## src/rtl/sha_krom_stream.sv

```systemverilog
// sha_krom_stream
//   Streaming read port onto a constant ROM (the 64 SHA-256 round
//   constants). A request is either a single-word read or a burst of up to
//   ROM_DEPTH consecutive words. Addresses wrap at the top of the ROM. Read
//   data passes through a READ_LATENCY-deep pipeline and then into an output
//   FIFO of READ_LATENCY+1 entries. Reads are only issued while an output
//   credit is free, so a stalled consumer never causes a word to be dropped.
//
// Parameters
//   DATA_WIDTH   ROM word width
//   ADDR_WIDTH   address width, ROM_DEPTH = 2**ADDR_WIDTH
//   READ_LATENCY cycles from request accept to first dvalid0 (1..4)
//   INIT_FILE    name of the content image; the ROM holds the built-in
//                SHA-256 K table
//
// Ports
//   clk0        clock, all state changes on its rising edge
//   rst0        synchronous active-high reset
//   cs0         request valid
//   addr0       request start address
//   burst0      1 = burst of len0+1 words, 0 = single word
//   len0        burst length minus one
//   req_ready0  request is accepted this cycle if cs0 is high
//   dout0       read data (zero when dvalid0 is low)
//   dvalid0     dout0 holds a valid word
//   dready0     consumer takes dout0
//   dlast0      dout0 is the final word of its request
//   busy0       a request is issuing, or words are in flight or buffered
module sha_krom_stream #(
  parameter int    DATA_WIDTH   = 32,
  parameter int    ADDR_WIDTH   = 6,
  parameter int    READ_LATENCY = 2,
  parameter string INIT_FILE    = "rom_configs/k.bin"
) (
  input  logic                  clk0,
  input  logic                  rst0,
  input  logic                  cs0,
  input  logic [ADDR_WIDTH-1:0] addr0,
  input  logic                  burst0,
  input  logic [ADDR_WIDTH-1:0] len0,
  output logic                  req_ready0,
  output logic [DATA_WIDTH-1:0] dout0,
  output logic                  dvalid0,
  input  logic                  dready0,
  output logic                  dlast0,
  output logic                  busy0
);

  localparam int ROM_DEPTH = 2 ** ADDR_WIDTH;
  localparam int CREDITS   = READ_LATENCY + 1;
  localparam int CW        = $clog2(CREDITS + 1);
  localparam int PW        = $clog2(CREDITS);

  typedef enum logic {IDLE, BURST} state_t;

  state_t                state, state_nxt;
  logic [ADDR_WIDTH-1:0] cur_addr;
  logic [ADDR_WIDTH-1:0] rem_cnt;
  logic [CW-1:0]         credits;
  logic                  have_credit;
  logic                  issue;
  logic                  issue_last;
  logic                  burst_start;
  logic [ADDR_WIDTH-1:0] issue_addr;
  logic                  xfer;
  logic [DATA_WIDTH-1:0] rom_rd;

  logic                  fin_vld;
  logic                  fin_last;
  logic [DATA_WIDTH-1:0] fin_data;

  logic [DATA_WIDTH-1:0] fifo_data [CREDITS];
  logic                  fifo_last [CREDITS];
  logic [PW-1:0]         wr_ptr, rd_ptr;
  logic [CW-1:0]         fifo_cnt;

  function automatic logic [PW-1:0] ptr_inc(input logic [PW-1:0] p);
    return (p == PW'(CREDITS - 1)) ? '0 : p + 1'b1;
  endfunction

  assign have_credit = (credits != '0);
  assign xfer        = dvalid0 && dready0;

  // FSM: state register
  always_ff @(posedge clk0) begin
    if (rst0) state <= IDLE;
    else      state <= state_nxt;
  end

  // FSM: next state
  always_comb begin
    state_nxt = state;
    case (state)
      IDLE:    if (burst_start) state_nxt = BURST;
      BURST:   if (issue && issue_last) state_nxt = IDLE;
      default: state_nxt = IDLE;
    endcase
  end

  // FSM: outputs. In IDLE the accepted request issues its first word in the
  // accept cycle; BURST issues the remaining words one per free credit.
  always_comb begin
    req_ready0  = 1'b0;
    issue       = 1'b0;
    issue_last  = 1'b0;
    burst_start = 1'b0;
    issue_addr  = cur_addr;
    case (state)
      IDLE: begin
        req_ready0 = !rst0 && have_credit;
        if (cs0 && req_ready0) begin
          issue       = 1'b1;
          issue_addr  = addr0;
          burst_start = burst0 && (len0 != '0);
          issue_last  = !burst_start;
        end
      end
      BURST: begin
        issue      = have_credit;
        issue_addr = cur_addr;
        issue_last = (rem_cnt == ADDR_WIDTH'(1));
      end
      default: ;
    endcase
  end

  // rem_cnt counts words still to issue while in BURST; the address wraps
  // naturally at ADDR_WIDTH bits.
  always_ff @(posedge clk0) begin
    if (rst0) begin
      cur_addr <= '0;
      rem_cnt  <= '0;
    end else if (burst_start) begin
      cur_addr <= addr0 + 1'b1;
      rem_cnt  <= len0;
    end else if (state == BURST && issue) begin
      cur_addr <= cur_addr + 1'b1;
      rem_cnt  <= rem_cnt - 1'b1;
    end
  end

  // One credit per output FIFO slot; an issue and a transfer in the same
  // cycle cancel out.
  always_ff @(posedge clk0) begin
    if (rst0) begin
      credits <= CW'(CREDITS);
    end else begin
      case ({issue, xfer})
        2'b10:   credits <= credits - 1'b1;
        2'b01:   credits <= credits + 1'b1;
        default: credits <= credits;
      endcase
    end
  end

  // ROM array
  localparam logic [31:0] K_TAB [64] = '{
    32'h428a2f98, 32'h71374491, 32'hb5c0fbcf, 32'he9b5dba5,
    32'h3956c25b, 32'h59f111f1, 32'h923f82a4, 32'hab1c5ed5,
    32'hd807aa98, 32'h12835b01, 32'h243185be, 32'h550c7dc3,
    32'h72be5d74, 32'h80deb1fe, 32'h9bdc06a7, 32'hc19bf174,
    32'he49b69c1, 32'hefbe4786, 32'h0fc19dc6, 32'h240ca1cc,
    32'h2de92c6f, 32'h4a7484aa, 32'h5cb0a9dc, 32'h76f988da,
    32'h983e5152, 32'ha831c66d, 32'hb00327c8, 32'hbf597fc7,
    32'hc6e00bf3, 32'hd5a79147, 32'h06ca6351, 32'h14292967,
    32'h27b70a85, 32'h2e1b2138, 32'h4d2c6dfc, 32'h53380d13,
    32'h650a7354, 32'h766a0abb, 32'h81c2c92e, 32'h92722c85,
    32'ha2bfe8a1, 32'ha81a664b, 32'hc24b8b70, 32'hc76c51a3,
    32'hd192e819, 32'hd6990624, 32'hf40e3585, 32'h106aa070,
    32'h19a4c116, 32'h1e376c08, 32'h2748774c, 32'h34b0bcb5,
    32'h391c0cb3, 32'h4ed8aa4a, 32'h5b9cca4f, 32'h682e6ff3,
    32'h748f82ee, 32'h78a5636f, 32'h84c87814, 32'h8cc70208,
    32'h90befffa, 32'ha4506ceb, 32'hbef9a3f7, 32'hc67178f2
  };
  logic [5:0] k_idx;
  assign k_idx  = 6'(issue_addr);
  assign rom_rd = DATA_WIDTH'(K_TAB[k_idx]);

  // Read pipeline: READ_LATENCY-1 register stages between the ROM read and
  // the FIFO write; the FIFO write itself supplies the final cycle.
  if (READ_LATENCY == 1) begin : g_lat1
    assign fin_vld  = issue;
    assign fin_last = issue_last;
    assign fin_data = rom_rd;
  end else begin : g_latn
    localparam int NS = READ_LATENCY - 1;
    logic                  vld_p  [NS];
    logic                  last_p [NS];
    logic [DATA_WIDTH-1:0] data_p [NS];

    always_ff @(posedge clk0) begin
      if (rst0) begin
        for (int k = 0; k < NS; k++) vld_p[k] <= 1'b0;
      end else begin
        vld_p[0] <= issue;
        for (int k = 1; k < NS; k++) vld_p[k] <= vld_p[k-1];
      end
    end

    always_ff @(posedge clk0) begin
      last_p[0] <= issue_last;
      data_p[0] <= rom_rd;
      for (int k = 1; k < NS; k++) begin
        last_p[k] <= last_p[k-1];
        data_p[k] <= data_p[k-1];
      end
    end

    assign fin_vld  = vld_p[NS-1];
    assign fin_last = last_p[NS-1];
    assign fin_data = data_p[NS-1];
  end

  // Output FIFO: credits guarantee a free slot for every arriving word.
  always_ff @(posedge clk0) begin
    if (rst0) begin
      wr_ptr   <= '0;
      rd_ptr   <= '0;
      fifo_cnt <= '0;
    end else begin
      if (fin_vld) wr_ptr <= ptr_inc(wr_ptr);
      if (xfer)    rd_ptr <= ptr_inc(rd_ptr);
      case ({fin_vld, xfer})
        2'b10:   fifo_cnt <= fifo_cnt + 1'b1;
        2'b01:   fifo_cnt <= fifo_cnt - 1'b1;
        default: fifo_cnt <= fifo_cnt;
      endcase
    end
  end

  always_ff @(posedge clk0) begin
    if (fin_vld) begin
      fifo_data[wr_ptr] <= fin_data;
      fifo_last[wr_ptr] <= fin_last;
    end
  end

  // Outputs are forced low while reset is asserted; dout0 is zeroed
  // whenever no word is presented.
  assign dvalid0 = !rst0 && (fifo_cnt != '0);
  assign dout0   = dvalid0 ? fifo_data[rd_ptr] : '0;
  assign dlast0  = dvalid0 && fifo_last[rd_ptr];
  assign busy0   = !rst0 && ((state == BURST) || (credits != CW'(CREDITS)) || issue);

endmodule

```

## config.mk

```make
export PLATFORM = sky130hd
export DESIGN_NAME = sha_krom_stream
export DESIGN_NICKNAME = d
export VERILOG_FILES = /design/src/rtl/sha_krom_stream.sv
export SDC_FILE = /design/constraint.sdc
export NUM_CORES = 1
export LEC_CHECK = 0
export ABC_AREA = 1
export BUFFER_PORTS_ARGS = -buffer_cell sky130_fd_sc_hd__buf_2
export CORE_MARGIN = 2
export CORE_UTILIZATION = 45
export DETAILED_ROUTE_END_ITERATION = 8
export SKIP_LAST_GASP = 1
export SLEW_MARGIN = 5
export SYNTH_ARGS = -nofsm -noshare
export SYNTH_HDL_FRONTEND = slang
export SYNTH_SLANG_ARGS = --single-unit
```

## constraint.sdc

```tcl
create_clock -name clk0 -period 4.3 [get_ports clk0]
set_clock_uncertainty 0.2 [all_clocks]
set_input_delay 0.43 -clock clk0 [delete_from_list [all_inputs] [get_ports clk0]]
set_output_delay 0.43 -clock clk0 [all_outputs]
set_load 0.01 [all_outputs]
```

* Yosys cells after proc, flatten, opt, wreduce, memory -nomap -nowiden
Memory sizes are Yosys's and may differ from the RTL's. A register that Yosys moved wholly into a read port is not among the register bits.
Index checks and enable logic that the tools add are counted.
** Word-level totals
- Flip-flop bits (word level) :: 21
- RAM bits :: 133
- ROM bits :: 2048
- Bits of input ports :: 17
- Memories :: 6
** Operators by class
- $add $sub $neg :: 9
- Order comparisons :: 1
- Equal/unequal tests :: 8
- Mux-type cells :: 34
- Bitwise operators :: 2
- Reductions and logical operators :: 20
** Memories
- (no name shown) :: words 64, width 32, rd ports 1, clocked after Yosys merged registers in 0, write ports 0, RTL line 177 : assign rom_rd = DATA_WIDTH'(K_TAB[k_idx]);
- fifo_data :: words 3, width 32, rd ports 1, clocked after Yosys merged registers in 1, write ports 1, RTL line 72 : logic [DATA_WIDTH-1:0] fifo_data [CREDITS];
- g_latn.data_p :: words 1, width 32, rd ports 1, clocked after Yosys merged registers in 0, write ports 1, RTL line 189 : logic [DATA_WIDTH-1:0] data_p [NS];
- fifo_last :: words 3, width 1, rd ports 1, clocked after Yosys merged registers in 1, write ports 1, RTL line 73 : logic fifo_last [CREDITS];
- g_latn.last_p :: words 1, width 1, rd ports 1, clocked after Yosys merged registers in 0, write ports 1, RTL line 188 : logic last_p [NS];
- g_latn.vld_p :: words 1, width 1, rd ports 1, clocked after Yosys merged registers in 0, write ports 1, RTL line 187 : logic vld_p [NS];
** Operators with widths (count)
- 32-bit two-way mux :: 3
- 6-bit two-way mux :: 5
- 1-bit two-way mux :: 14
- 6-bit by 1-bit adder with 6-bit output (second input constant) :: 2
- 2-bit two-way mux :: 6
- 6-bit one-hot mux with 2 select lines :: 1
- 2-bit nonzero test :: 5
- 1-bit logical AND :: 9
- 2-bit by 1-bit adder with 2-bit output (second input constant) :: 4
- 2-bit equality test (second input constant) :: 4
- 2-bit one-hot mux with 2 select lines :: 2
- 7-bit greater-or-equal comparator (second input constant) :: 1
- 6-bit inverter with 7-bit output :: 1
- 6-bit by 1-bit equality test with 1-bit output (second input constant) :: 1
- 1-bit one-hot mux with 2 select lines :: 3
- 6-bit nonzero test :: 1
- 6-bit by 1-bit subtractor with 6-bit output (second input constant) :: 1
- 2-bit by 1-bit equality test with 1-bit output (second input constant) :: 2
- 2-bit by 1-bit subtractor with 2-bit output (second input constant) :: 2
- 1-bit zero test :: 2
- 1-bit logical OR :: 2
- 2-bit != test (second input constant) :: 1
- 1-bit inverter :: 1
- 1-bit OR reduction :: 1

* Depth between registers and ports, before layout
- Word-level depth :: 9
- Depth in mapped cells :: 17
- Mapped depth without buffers :: 16

* Worst setup path after synthesis
Ideal clock, no wire load.
- Kind :: reg2reg
- Start point :: memory g_latn.vld_p[0]
- End point :: memory fifo_data[0][0] (enable)
- Library setup time :: 467 ps
- Arrival :: 2708 ps
- Data required time :: 3633 ps
- Slack :: 925 ps
- Stages on the path, launching flop included :: 3
- Cells stage by stage :: dfxtp_1 > inv_1 > nor3_1
** On the way
- Word-level cells in the longest chain between the ends :: 3
** Ends and longest elaborated chain
- start: declaration :: RTL line 187
- memory read 1 x 1 bit
- 1-bit two-way mux :: RTL line 232 : if (fin_vld) begin
- 1-bit two-way mux (implied by the code) :: RTL line 233 : fifo_data[wr_ptr] <= fin_data;
- end: declaration :: RTL line 72
No other way between the ends.

* Final worst setup path
- Start point :: register credits[0]
- End point :: memory g_latn.data_p[0][7]
** On the way
- Word-level cells in the longest chain between the ends :: 9
** Ends and longest elaborated chain
- start: declaration :: RTL line 59 : logic [CW-1:0] credits;
- start signal: assignment :: RTL line 146 : credits <= CW'(CREDITS);
- start signal: assignment :: RTL line 149 : 2'b10: credits <= credits - 1'b1;
- start signal: assignment :: RTL line 150 : 2'b01: credits <= credits + 1'b1;
- 2-bit nonzero test :: RTL line 81 : assign have_credit = (credits != '0);
- 1-bit logical AND :: RTL line 110 : req_ready0 = !rst0 && have_credit;
- 1-bit logical AND :: RTL line 111 : if (cs0 && req_ready0) begin
- 6-bit two-way mux :: RTL line 111
- 6-bit one-hot mux with 2 select lines :: RTL line 108 : case (state)
- 6-bit inverter with 7-bit output (implied by the code) :: RTL line 177
- memory read 64 x 32 bit
- 32-bit two-way mux (implied by the code) (2 in a row) :: RTL line 177
- via rom_rd[7] :: RTL line 66 : logic [DATA_WIDTH-1:0] rom_rd;
- end: declaration :: RTL line 189
The timed path passes the listed nets, and every way through them passes these cells. The select of a mux whose other input is x is not followed.

==> flow_results.org <==
** Outcome
- Result of the run :: finished clean

** Routing
- WL per Instance :: 19.4 um
- Vias per inst :: 5.78
- Post-detailed-route count of antenna-violating nets :: 0
- Drt pass-1 iters :: 6
- Initial DRC Count :: 1015
- Across all layers, the routed design uses 7658 vias.
- In the routed design, unresolved DRC markers number 0.
- Detailed-route wire length :: 25.6 mm

** Power
- In this run the static leakage power is 0.00401 uW.
- In this run the power density over the cells is 457 mW/mm2.
- Overall power consumption :: 4310 uW
- The worst-case IR drop observed on VDD is 0.000293 V.

** Die
- Total die area :: 0.0198 mm2
- Initial core utilization :: 45.5%
- Ports placed on the boundary :: 53
- Measured along the x axis, the die boundary spans 141 um.
- Measured along the y axis, the die boundary spans 141 um.
- After floorplanning, the core was divided into 50 placement rows.
- Area of the core :: 0.0185 mm2

** Flow run
- Count of maximum capacitance violations :: 0

** Global route
- Grt ovf :: 0
- Entering global routing, the biggest net connects 72 pins.
- Number of antenna violations at the first check in global routing :: 0
- Via count of the first global-routing pass :: 6966
- Global routing used 25.7% of the available tracks across all layers.
- Wire length of the first global-routing pass :: 39.0 mm

** Setup path
- Startpoint type of the worst setup path :: register
- Together, buffers and inverters on the worst path number 3.
- Data arrives at the worst endpoint at 3550 ps.
- The signal on the critical path passes through inv_1 -> nand2_4 -> nand4_4 -> o21ai_4 -> inv_2 -> ha_1 -> nor2_1 -> inv_1 -> nand2_1 -> o21ai_0 -> nor2_1 -> o21ai_0 -> nand2_1 -> nand2_1.
- STA classifies the critical path endpoint as a register.
- Grouping stages by cell kind, the critical path spends the most delay in simple AND/OR/NAND/NOR gates.
- Library cell appearing most often on the critical path :: nand2_1
- Crit path max-delay cell type :: o21ai_4
- Delay of the slowest cell on the worst path :: 480 ps
- Highest net fanout along the worst path :: 16
- The worst setup path is of the reg2reg kind.
- Data on the critical path is required at its endpoint by 4410 ps.

** Synth
- Synth top area share :: 35.3%
- Seq/Total Area, Yosys :: 48.8%
- Counting every instance in the synthesized netlist gives 1048.
- For this run, the number of Yosys warnings is 0.
- Flops & latches, synth :: 156
- Post-synthesis net count :: 1086
- Top cells by area, synth :: edfxtp_1 (35%), nand2_1 (14%), dfxtp_1 (14%)
- Post-synthesis cell type count :: 38
- Summed over all instances, the cell type with the most area after synthesis is edfxtp_1.
- Each instance of the synthesized netlist takes up on average 8.04 um2.
- Syn Std Cell Area :: 0.00843 mm2

** Clock network
- Post-CTS Setup Inserts :: 0
- Hold_buf cts :: 0
- Counting the buffers created by CTS gives 17.
- The tree is rooted in a clkbuf_16.
- After clock tree synthesis, the clock-pin slew on the worst setup and hold paths is 70 ps.
- # clock sinks :: 156
- Max H-tree Level :: 4
- Longest Clk Path Bufs :: 2
- TritonCTS clock tree :: yes
- The clock reaches the later pin of the worst-skew pair after 420 ps.
- Post-CTS repair changed the size of 0 cells.

** Timing
- Setup violations remaining at the end of the flow were counted as 0.
- After layout, the worst path uses 80.1% of the clock period.
- Final hold analysis gives a worst-case slack of 84.3 ps.
- Highest achievable clock rate :: 290 MHz
- Setup repair after global routing left no endpoint under its margin.
- Counting I/O delays and the setup requirement, the final critical path takes 3440 ps.
- In the final timing run, aggregate negative setup slack is 0 ps.
- Number of pins exceeding their max-slew limit in the final report :: 0
- Final hold vios :: 0
- In this run the tightest slew margin relative to its limit is 26.6%.
- For the pin with the worst max-slew slack, the measured transition is 1100 ps.

** Final layout
- Layout cell share with drive strength beyond 1 :: 12.3%
- 0 antenna diodes ended up in the layout.
- The area growth from synthesis to layout is 11.8%.
- Commonest non-fill, non-tap cells in the layout :: nand2_1 (310), nand3_1 (130), edfxtp_1 (99)
- Layout Utilization :: 50.9%
- Commonest non-fill, non-tap cell in the layout :: nand2_1
- Number of nets at the end of the flow :: 1115
- Filler cell count in the final layout :: 1835
- The finished cells cover 0.00942 mm2.

** Place
- Port buffer count :: 52
- Half-perimeter wire length after detailed placement :: 17.7 mm
- Summing all placed instances gives a cell area of 0.00887 mm2.
- The congestion estimate from routability-driven global placement came to 1.04.

** Worst hold path
- The path class of the tightest hold or removal check is in2reg.
registers in the layout, indices dropped and copies added (netlist names), 3 cells and up, named ones only:
name and flops:
rem_cnt 6, g_latn.data_p 32, fifo_data 96, cur_addr 6
fifo_last 3
power by group:
part           internal, uW  leakage, uW  switching (uW)  total (uW)
clock                   766     0.000264             618        1380
combinational           291      0.00237             741        1030
sequential             1800      0.00138            92.8        1890
logic make-up after synthesis:
family                   Yosys count  share of synthesized area [%]
AO/OA/AOI/OAI                    206                           14.4
buffers and inverters            135                           6.74
flip-flops                       156                           48.8
AND/OR/NAND/NOR                  529                           26.8
adder cells (fa/ha/maj)           21                           3.12
XOR/XNOR                           1                          0.104
path summary, 6_finish.rpt:
path	startpoint	end	slack [ps]	cells past startpoint
setup / recovery	credits[0]	g_latn.data_p[0][7]	860	14
hold / removal	len0[4]	rem_cnt[4]	80	3
setup reg to reg	credits[0]	g_latn.data_p[0][7]	860	14
hold reg to reg	g_latn.data_p[0][9]	fifo_data[0][9]	250	0
per-stage QoR:
step	worst slack (ps)	instances
after global routing	635	1324
after floorplan	925	1048
after CTS	938	1324
after global placement	671	1292
final	857	1324
after detailed placement	599	1292
metal layers:
layer  track usage, %  up-vias  wire length, um
li1                 -     3654                -
met1             35.2     3457            10900
met2             37.7      459            11000
met3             7.20       88             2600
met4             12.6        0             1130
met5                0        -                0
worst register-to-register path, delay by kind of cell, from the launching register on:
kind | cells | cell delay, ps
simple gates | 7 | 1320
compound gates | 3 | 700
buf+inv | 3 | 460
flops | 1 | 360
fa+ha+maj | 1 | 280
layout make-up:
class	count	area [um2]	share of cell area [%]
clock buffer	19	443	4.70
clock inverter	13	108	1.14
inverter	77	289	3.07
multi-input combinational	757	3770	40.0
sequential	156	4110	43.7
tap	234	293	3.11
timing repair buffer	68	405	4.30
Yosys cell counts:
cell type / count
a32oi_1: 1
a21oi_1: 36
clkbuf_1: 35
o21ai_1: 7
o21ai_2: 2
a41oi_1: 1
o21ai_4: 4
nand4_4: 1
nor2_1: 57
buf_2: 16
xnor2_1: 1
nand3_1: 130
buf_8: 1
nor2_2: 4
o221a_2: 1
o21a_1: 1
a21oi_2: 1
a31oi_1: 37
nor3_1: 4
buf_4: 4
nand2_2: 6
o21bai_1: 3
nor2_8: 1
o2111ai_1: 1
o21ai_0: 89
a211oi_1: 1
nand4_1: 14
nand2_1: 310
inv_2: 9
edfxtp_1: 99
nand2_4: 1
o31ai_1: 3
ha_1: 21
or2_2: 1
buf_6: 2
dfxtp_1: 57
o211ai_1: 18
inv_1: 68
Note: power is estimated with default switching activity, not from simulation.
